### config.mk
export PLATFORM = sky130hd
export DESIGN_NAME = pipeline_stall_controller
export DESIGN_NICKNAME = d
export VERILOG_FILES = /design/src/rtl/pipeline_ctrl_pkg.sv /design/src/rtl/sat_counter.sv /design/src/rtl/pipeline_stall_controller.sv
export SDC_FILE = /design/constraint.sdc
export NUM_CORES = 1
export LEC_CHECK = 0
export BUFFER_PORTS_ARGS = -buffer_cell sky130_fd_sc_hd__clkbuf_2
export CORE_MARGIN = 2
export CORE_UTILIZATION = 25
export DETAILED_ROUTE_END_ITERATION = 10
export GPL_TIMING_DRIVEN = 0
export PLACE_DENSITY = 0.48
export REMOVE_ABC_BUFFERS = 1
export SLEW_MARGIN = 20
export SYNTH_ARGS = -nofsm -noshare
export SYNTH_HDL_FRONTEND = slang
export SYNTH_SLANG_ARGS = --single-unit
export TNS_END_PERCENT = 50
### constraint.sdc
create_clock -name clk -period 2.4 [get_ports clk]
set_clock_uncertainty 0.05 [all_clocks]
set_input_delay 0.36 -clock clk [delete_from_list [all_inputs] [get_ports clk]]
set_output_delay 0.36 -clock clk [all_outputs]
set_load 0.02 [all_outputs]
### src/rtl/pipeline_ctrl_pkg.sv
// Shared definitions for the pipeline stall/flush controller.
//   ctrl_state_e : controller FSM states
//   DEF_*        : default parameter values for the controller
package pipeline_ctrl_pkg;

    typedef enum logic [0:0] {
        RUN      = 1'b0,
        MEM_WAIT = 1'b1
    } ctrl_state_e;

    localparam int DEF_REG_W   = 4;
    localparam int DEF_CNT_W   = 16;
    localparam int DEF_TIMEOUT = 255;

endpackage

### src/rtl/sat_counter.sv
// Saturating up-counter used for performance statistics.
//   clk, rst_n : clock, asynchronous active-low reset
//   inc        : count this cycle
//   count      : current value, sticks at all-ones
module sat_counter #(
    parameter int CNT_W = 16
) (
    input  logic             clk,
    input  logic             rst_n,
    input  logic             inc,
    output logic [CNT_W-1:0] count
);

    always_ff @(posedge clk or negedge rst_n) begin
        if (!rst_n)
            count <= '0;
        else if (inc && (count != {CNT_W{1'b1}}))
            count <= count + CNT_W'(1);
    end

endmodule

### src/rtl/pipeline_stall_controller.sv
// Hazard controller for a 5-stage pipeline: memory-wait stalls with timeout
// abort, taken-branch flushes and load-use stalls, plus saturating stall and
// flush counters.
//   clk, rst_n            : clock, asynchronous active-low reset
//   R1_D/R2_D, Use1_D/2_D : decode-stage source registers and their use bits
//   Rd_E, MemRead_E       : execute-stage destination and load flag
//   BranchTaken_E         : execute-stage branch resolved taken
//   MemReq_M, MemReady_M  : memory-stage access request / completion
//   Stall_*, Flush_*      : per-stage hold / bubble controls (combinational)
//   mem_err               : sticky memory-timeout flag
//   stall_cnt, flush_cnt  : saturating performance counters
module pipeline_stall_controller
    import pipeline_ctrl_pkg::*;
#(
    parameter int REG_W   = DEF_REG_W,
    parameter int CNT_W   = DEF_CNT_W,
    parameter int TIMEOUT = DEF_TIMEOUT
) (
    input  logic             clk,
    input  logic             rst_n,
    input  logic [REG_W-1:0] R1_D,
    input  logic [REG_W-1:0] R2_D,
    input  logic             Use1_D,
    input  logic             Use2_D,
    input  logic [REG_W-1:0] Rd_E,
    input  logic             MemRead_E,
    input  logic             BranchTaken_E,
    input  logic             MemReq_M,
    input  logic             MemReady_M,
    output logic             Stall_F,
    output logic             Stall_D,
    output logic             Stall_E,
    output logic             Stall_M,
    output logic             Flush_D,
    output logic             Flush_E,
    output logic             Flush_WB,
    output logic             mem_err,
    output logic [CNT_W-1:0] stall_cnt,
    output logic [CNT_W-1:0] flush_cnt
);

    localparam int WC_W = (TIMEOUT < 2) ? 1 : $clog2(TIMEOUT + 1);

    ctrl_state_e     state;
    logic [WC_W-1:0] wait_cnt;

    logic mem_pending, abort, mem_stall, branch, load_use, hazard;

    assign mem_pending = MemReq_M & ~MemReady_M;
    // Abort replaces what would have been stall cycle TIMEOUT+1.
    assign abort       = (state == MEM_WAIT) & ~MemReady_M & (wait_cnt == WC_W'(TIMEOUT));
    assign mem_stall   = mem_pending & ~abort;

    assign hazard   = MemRead_E & ((Use1_D & (R1_D == Rd_E)) | (Use2_D & (R2_D == Rd_E)));
    assign branch   = ~mem_stall & ~abort & BranchTaken_E;
    assign load_use = ~mem_stall & ~abort & ~BranchTaken_E & hazard;

    // rst_n gates every stage control so reset forces a quiet pipeline
    // independently of whatever the inputs are doing.
    assign Stall_F  = rst_n & (mem_stall | load_use);
    assign Stall_D  = rst_n & (mem_stall | load_use);
    assign Stall_E  = rst_n & mem_stall;
    assign Stall_M  = rst_n & mem_stall;
    assign Flush_D  = rst_n & branch;
    assign Flush_E  = rst_n & (branch | load_use);
    assign Flush_WB = rst_n & (mem_stall | abort);

    always_ff @(posedge clk or negedge rst_n) begin
        if (!rst_n) begin
            state    <= RUN;
            wait_cnt <= '0;
            mem_err  <= 1'b0;
        end else begin
            case (state)
                RUN: begin
                    if (mem_stall) begin
                        state    <= MEM_WAIT;
                        wait_cnt <= WC_W'(1);
                    end
                end
                MEM_WAIT: begin
                    if (abort) begin
                        state    <= RUN;
                        wait_cnt <= '0;
                        mem_err  <= 1'b1;
                    end else if (mem_stall) begin
                        wait_cnt <= wait_cnt + WC_W'(1);
                    end else begin
                        // Ready arrived (or request withdrawn): resume.
                        state    <= RUN;
                        wait_cnt <= '0;
                    end
                end
                default: begin
                    state    <= RUN;
                    wait_cnt <= '0;
                end
            endcase
        end
    end

    sat_counter #(.CNT_W(CNT_W)) u_stall_cnt (
        .clk   (clk),
        .rst_n (rst_n),
        .inc   (Stall_F),
        .count (stall_cnt)
    );

    sat_counter #(.CNT_W(CNT_W)) u_flush_cnt (
        .clk   (clk),
        .rst_n (rst_n),
        .inc   (Flush_D),
        .count (flush_cnt)
    );

endmodule

==> run summary, run 1 <==
Antenna cell count: 0
CP Launch Type: register
Post-layout instance area: 2930 um^2
Synth top area cells: dfrtp_1 47%, xor2_1 8.2%, xnor2_1 7.4%
Die area: 9760 um^2
Post-layout min period: 2.32 ns
Gate Count Post-Synth: 227
Yosys warns: 0
PD cells: 740 nW/um^2
Peak VDD IR: 0.424 mV
1st-pass router iterations: 4
Crit-path slowest cell: dfrtp_1
Die Height: 98.8 um
Vias in the first global route: 1,791
Post-synth ARST share: 1.00
Period utilization: 0.969
Post-synth top area share: 0.468
Port bufs: 59
Total global routing overflow: 0
Leading area contributor after synthesis: dfrtp_1
Post-synth top flop: dfrtp_1
Initial antenna violation count: 0
Reg2Reg Setup Slack: 0.15 ns
Critical path, cell by cell: ha_4 > nand2_2 > or3_4 > buf_6 > a32oi_4 > inv_2 > clkbuf_8
Count of final setup violators: 0
Core Rows: 34
RSZ-0062 raised after global routing: true
Final Slew Violations: 0
WL/cell: 12.6 um
EDFF count, synth: 0
Layout cells sized above 1: 0.318
Routability-driven placement congestion ratio: 0.721
Drt total wl: 5170 um
Drc violations: 0
Worst path arrival time: 1.91 ns
Clock slew at reported path FFs: 0.09 ns
Distinct cells, synth: 41
1st-iter DRT viols: 94
Crit path max fanout: 3
Tot GR Track Use: 0.110
Area Growth Syn to Fin: 30.5%
Root Driver: clkbuf_8
Status: completed
Placed Instance Area: 2640 um^2
Critical path buffers and inverters: 3
Final hold viol count: 0
Via/cell ratio: 4.56
WHS: 0.0198 ns
First-pass GRT wire length: 8820 um
Fin nets: 324
CP Class: register to primary output
Leakage power: 0.00139 uW
Largest stage delay, worst path: 0.41 ns
Worst Reg-to-Reg Cells: 9
Utilization after layout: 0.336
Relative slew margins: 0.591
Clock buffer count from CTS: 5
Cell Area, Synth: 2250 um^2
Starting Density: 0.258
Critical path data required time: 1.99 ns
Fmax: 430 MHz
FF-to-FF End: u_stall_cnt.count[1]$_DFFE_PN0P_
Core area: 8720 um^2
H-tree lvl count: 2
Post-synth top cells: 42 x dfrtp_1, 31 x nand2_1, 23 x nand3_1
MaxCap Viol Count: 0
Crit. End Element: primary output
Routed Antenna Nets: 0
Clock buffer depth: 2
Yosys reg bits: 42
Hold crit path type: primary input to async pin
Die Wd: 98.8 um
Launch point of the worst reg-to-reg path: wait_cnt[1]$_DFFE_PN0P_
Largest net degree at the start of global routing: 48
Vias: 1,868
Worst-Skew Late Latency: 0.30 ns
Delay-heaviest family, CP: flip-flops
Final HPWL DP: 3630 um
I/O Pins: 60
Syn Area/Cell: 9.89 um^2
CTS tree: done
Worst-Margin Slew: 0.614 ns
Most common cell in the netlist: dfrtp_1
Sequential area share after synthesis: 0.468
Clock net sink count: 42
==> worst max path at each step <==
stage	start	end	slack [ns]	depth (start not counted)
2_1_floorplan	wait_cnt[0]$_DFFE_PN0P_	u_stall_cnt.count[2]$_DFFE_PN0P_	0.12	9
3_3_place_gp	rst_n	u_stall_cnt.count[1]$_DFFE_PN0P_	-0.46	6
3_5_place_dp	wait_cnt[0]$_DFFE_PN0P_	Stall_F	-0.32	8
4_1_cts	wait_cnt[1]$_DFFE_PN0P_	Stall_F	0.005	7
5_1_grt	wait_cnt[1]$_DFFE_PN0P_	Flush_E	-0.03	8
6_report	wait_cnt[1]$_DFFE_PN0P_	Stall_F	0.08	7
==> worst reg2reg max path: cells and delay by family, from the launching register on <==
kind,cells,cell delay [ns]
mux,1,0.32
buf+inv,3,0.47
fa+ha+maj,1,0.15
compound gates,2,0.32
flops,1,0.41
simple gates,2,0.41
==> flip-flops by register name (all words and copies together) (netlist names) <==
register and count:
mem_err 1, wait_cnt 8, state 1, u_flush_cnt.count 16
u_stall_cnt.count 16
==> final cells by class <==
type,count,area [um^2]
tap,108,135
multi-input combinational,175,1160
sequential,42,1050
fill,922,5790
inverter,5,26.3
timing repair buffer,72,419
clock buffer,5,68.8
clock inverter,3,68.8
==> per-layer routing <==
layer	wire (um)	part of all wire	GRT usage	vias up
met5	0	0	0	-
met4	60	0.012	0.0253	0
met3	267	0.052	0.0248	6
met2	2370	0.46	0.175	50
met1	2470	0.48	0.152	871
li1	-	-	-	941
==> placed cells by master (no fill, tap or decap), types with 2 or more instances in the layout <==
cell type and instances:
xnor2_1 19, nand2_1 30, a21oi_1 5, ha_1 2
and2_1 2, clkbuf_8 7, nor4_1 3, and3_1 6
dfrtp_1 40, nand4_1 7, nor2_1 17, inv_2 2
inv_1 2, o22ai_1 3, nor3_1 8, buf_4 14
bufinv_16 2, dfrtp_2 2, o21ai_0 5, clkbuf_2 55
xor2_1 21, a31oi_1 3, nand3_1 23
==> report_power, final <==
group          leakage, uW  internal, uW  switching [uW]
Sequential        0.000547           810             139
Clock            0.0000683           417             270
Combinational     0.000772           214             317
Total              0.00139          1440             727
==> timing repair <==
| action | 4_1_cts | 5_1_grt |
|---|---|---|
| pin swaps | 3 | 1 |
| resized for setup | 12 | 3 |
| setup buffers | 11 | 2 |
| hold buffers | 0 | 0 |
| setup endpoints to repair | 26 | 6 |
==> logic make-up (layout without fill, tap and decap cells) <==
| logic type | Yosys count | after routing | share of synthesized area |
|---|---|---|---|
| buffers and inverters | 10 | 85 | 0.0290 |
| xor gates and xnor gates | 40 | 40 | 0.156 |
| muxes | 3 | 3 | 0.0162 |
| AOI/OAI and AO/OA | 21 | 21 | 0.0657 |
| DFF | 42 | 42 | 0.468 |
| adders and majority gates | 3 | 3 | 0.0167 |
| and+or+nand+nor | 108 | 108 | 0.248 |
==> through the flow <==
step	setup TNS (ns)	setup slack (ns)	instances	total power, uW
finish	0	0.0753	410	2170
global route	-0.0561	-0.0285	410	2310
CTS	0	0.00531	408	2200
detailed placement	-1.69	-0.315	389	1480
global placement	-7.72	-0.463	389	1470
floorplan	0	0.122	222	1270
(Power assumes the default switching activity.)
==> run 2: changes to the inputs <==
Settings changed: SETUP_SLACK_MARGIN set to 0.15.
==> run summary, run 2 (synthesis gave the netlist of run 1 again) <==
Status: completed
Drc violations: 0
Antenna cell count: 0
Top Registers: u_flush_cnt.count x16, u_stall_cnt.count x16, wait_cnt x8
Critical path data required time: 1.99 ns
Crit-path slowest cell: or3_4
Setup TNS: 0 ns
Worst path arrival time: 1.98 ns
Clock buffer count from CTS: 5
1st-pass router iterations: 4
Post-layout instance area: 3210 um^2
Int Pwr: 1470 uW
Relative slew margins: 0.552
Clock net sink count: 42
Period utilization: 0.995
Tot GR Track Use: 0.114
Sw frac: 0.337
Layout cells sized above 1: 0.401
Peak VDD IR: 0.427 mV
Initial antenna violation count: 0
Clock slew at reported path FFs: 0.09 ns
Clock share of power: 0.311
Via/cell ratio: 4.58
Routed Antenna Nets: 0
RSZ-0062 raised after global routing: true
Net Switching: 748 uW
Drt total wl: 5670 um
Routability-driven placement congestion ratio: 0.721
Flop pwr share: 0.428
Largest stage delay, worst path: 0.44 ns
Die area: 9760 um^2
Port bufs: 59
1st-iter DRT viols: 90
Count of final setup violators: 0
Leakage power: 0.00151 uW
WL/cell: 13.3 um
Starting Density: 0.258
Hold crit path type: primary input to async pin
Number of fill cells in the layout: 910
CP Class: register to primary output
Largest net degree at the start of global routing: 43
MaxCap Viol Count: 0
Pre-CTS setup slack: -0.315 ns
PD cells: 692 nW/um^2
CP Launch Type: register
Worst-Skew Late Latency: 0.30 ns
Crit path max fanout: 4
Placed Instance Area: 2640 um^2
Core Rows: 34
Vias: 1,947
H-tree lvl count: 2
Area Growth Syn to Fin: 42.9%
Commonest non-fill, non-tap cell in the layout: clkbuf_2
WHS: 0.0341 ns
Final setup margin: 0.0113 ns
Final hold viol count: 0
Clock buffer depth: 2
Utilization after layout: 0.368
Fmax: 419 MHz
Die Height: 98.8 um
Core area: 8720 um^2
Post-layout min period: 2.39 ns
Most frequent cells in the layout: 53 x clkbuf_2, 40 x dfrtp_1, 29 x nand2_1, 22 x nand3_1, 21 x xor2_1
Comb pwr share: 0.261
I/O Pins: 60
Fin nets: 339
Worst-Margin Slew: 0.671 ns
Final HPWL DP: 3630 um
Crit. End Element: primary output
First-pass GRT wire length: 9120 um
Total global routing overflow: 0
Vias in the first global route: 1,841
Final Slew Violations: 0
CTS tree: done
Die Wd: 98.8 um
Critical path, cell by cell: nand4b_1 > or3_4 > buf_6 > a32oi_4 > inv_2 > buf_8
Root Driver: clkbuf_8
run 2: layer usage:
layer,wire length (um),global-route usage,vias to the layer above
met5,0,0,-
met4,66,0.0253,0
met3,296,0.0248,8
met2,2650,0.181,59
met1,2660,0.160,913
li1,-,-,967
run 2: final timing paths:
kind	endpoint	slack, ns	startpoint	cells after the start
min reg2reg	mem_err$_DFFE_PN0P_	0.42	mem_err$_DFFE_PN0P_	1
max	Stall_F	0.01	wait_cnt[6]$_DFFE_PN0P_	6
min in group clk	wait_cnt[6]$_DFFE_PN0P_	0.40	MemReady_M	4
max reg2reg	u_stall_cnt.count[1]$_DFFE_PN0P_	0.02	wait_cnt[6]$_DFFE_PN0P_	10
min	u_flush_cnt.count[8]$_DFFE_PN0P_	0.03	rst_n	2
max in group asynchronous	wait_cnt[2]$_DFFE_PN0P_	2.06	rst_n	2
run 2: area by class of cell:
type | count | area [um^2] | share of cell area
multi-input cells | 175 | 1240 | 0.387
clock inverters | 3 | 68.8 | 0.0214
inverters | 5 | 26.3 | 0.00819
repair buffers | 87 | 614 | 0.191
well taps | 108 | 135 | 0.0421
flip-flops and latches | 42 | 1050 | 0.328
clock buffers | 5 | 68.8 | 0.0214
run 2: power by group through the flow:
stage | Combinational, uW | Clock, uW | Sequential [uW]
after floorplan | 206 | 0 | 1060
after global placement | 505 | 0 | 967
after detailed placement | 510 | 0 | 969
after CTS | 557 | 712 | 952
after global routing | 638 | 748 | 975
final | 579 | 691 | 952
run 2: repair_timing:
item	CTS	global route
pin swaps	4	19
hold buffers	1	0
endpoints found under the hold margin	42	0
cloned	0	0
gates resized for setup	23	28
setup buffers	17	10
endpoints found under the setup margin	30	27
run 2: stage by stage:
| stage | power [uW] | cells |
|---|---|---|
| after floorplan | 1270 | 222 |
| after global placement | 1470 | 389 |
| after detailed placement | 1480 | 389 |
| after CTS | 2220 | 415 |
| after global routing | 2360 | 425 |
| final | 2220 | 425 |
run 2: worst max-delay path, delay by kind of cell, from the launching register on:
kind | cells | cell delay [ns]
simple gates | 2 | 0.55
buf+inv | 3 | 0.39
flops | 1 | 0.42
compound gates | 1 | 0.30
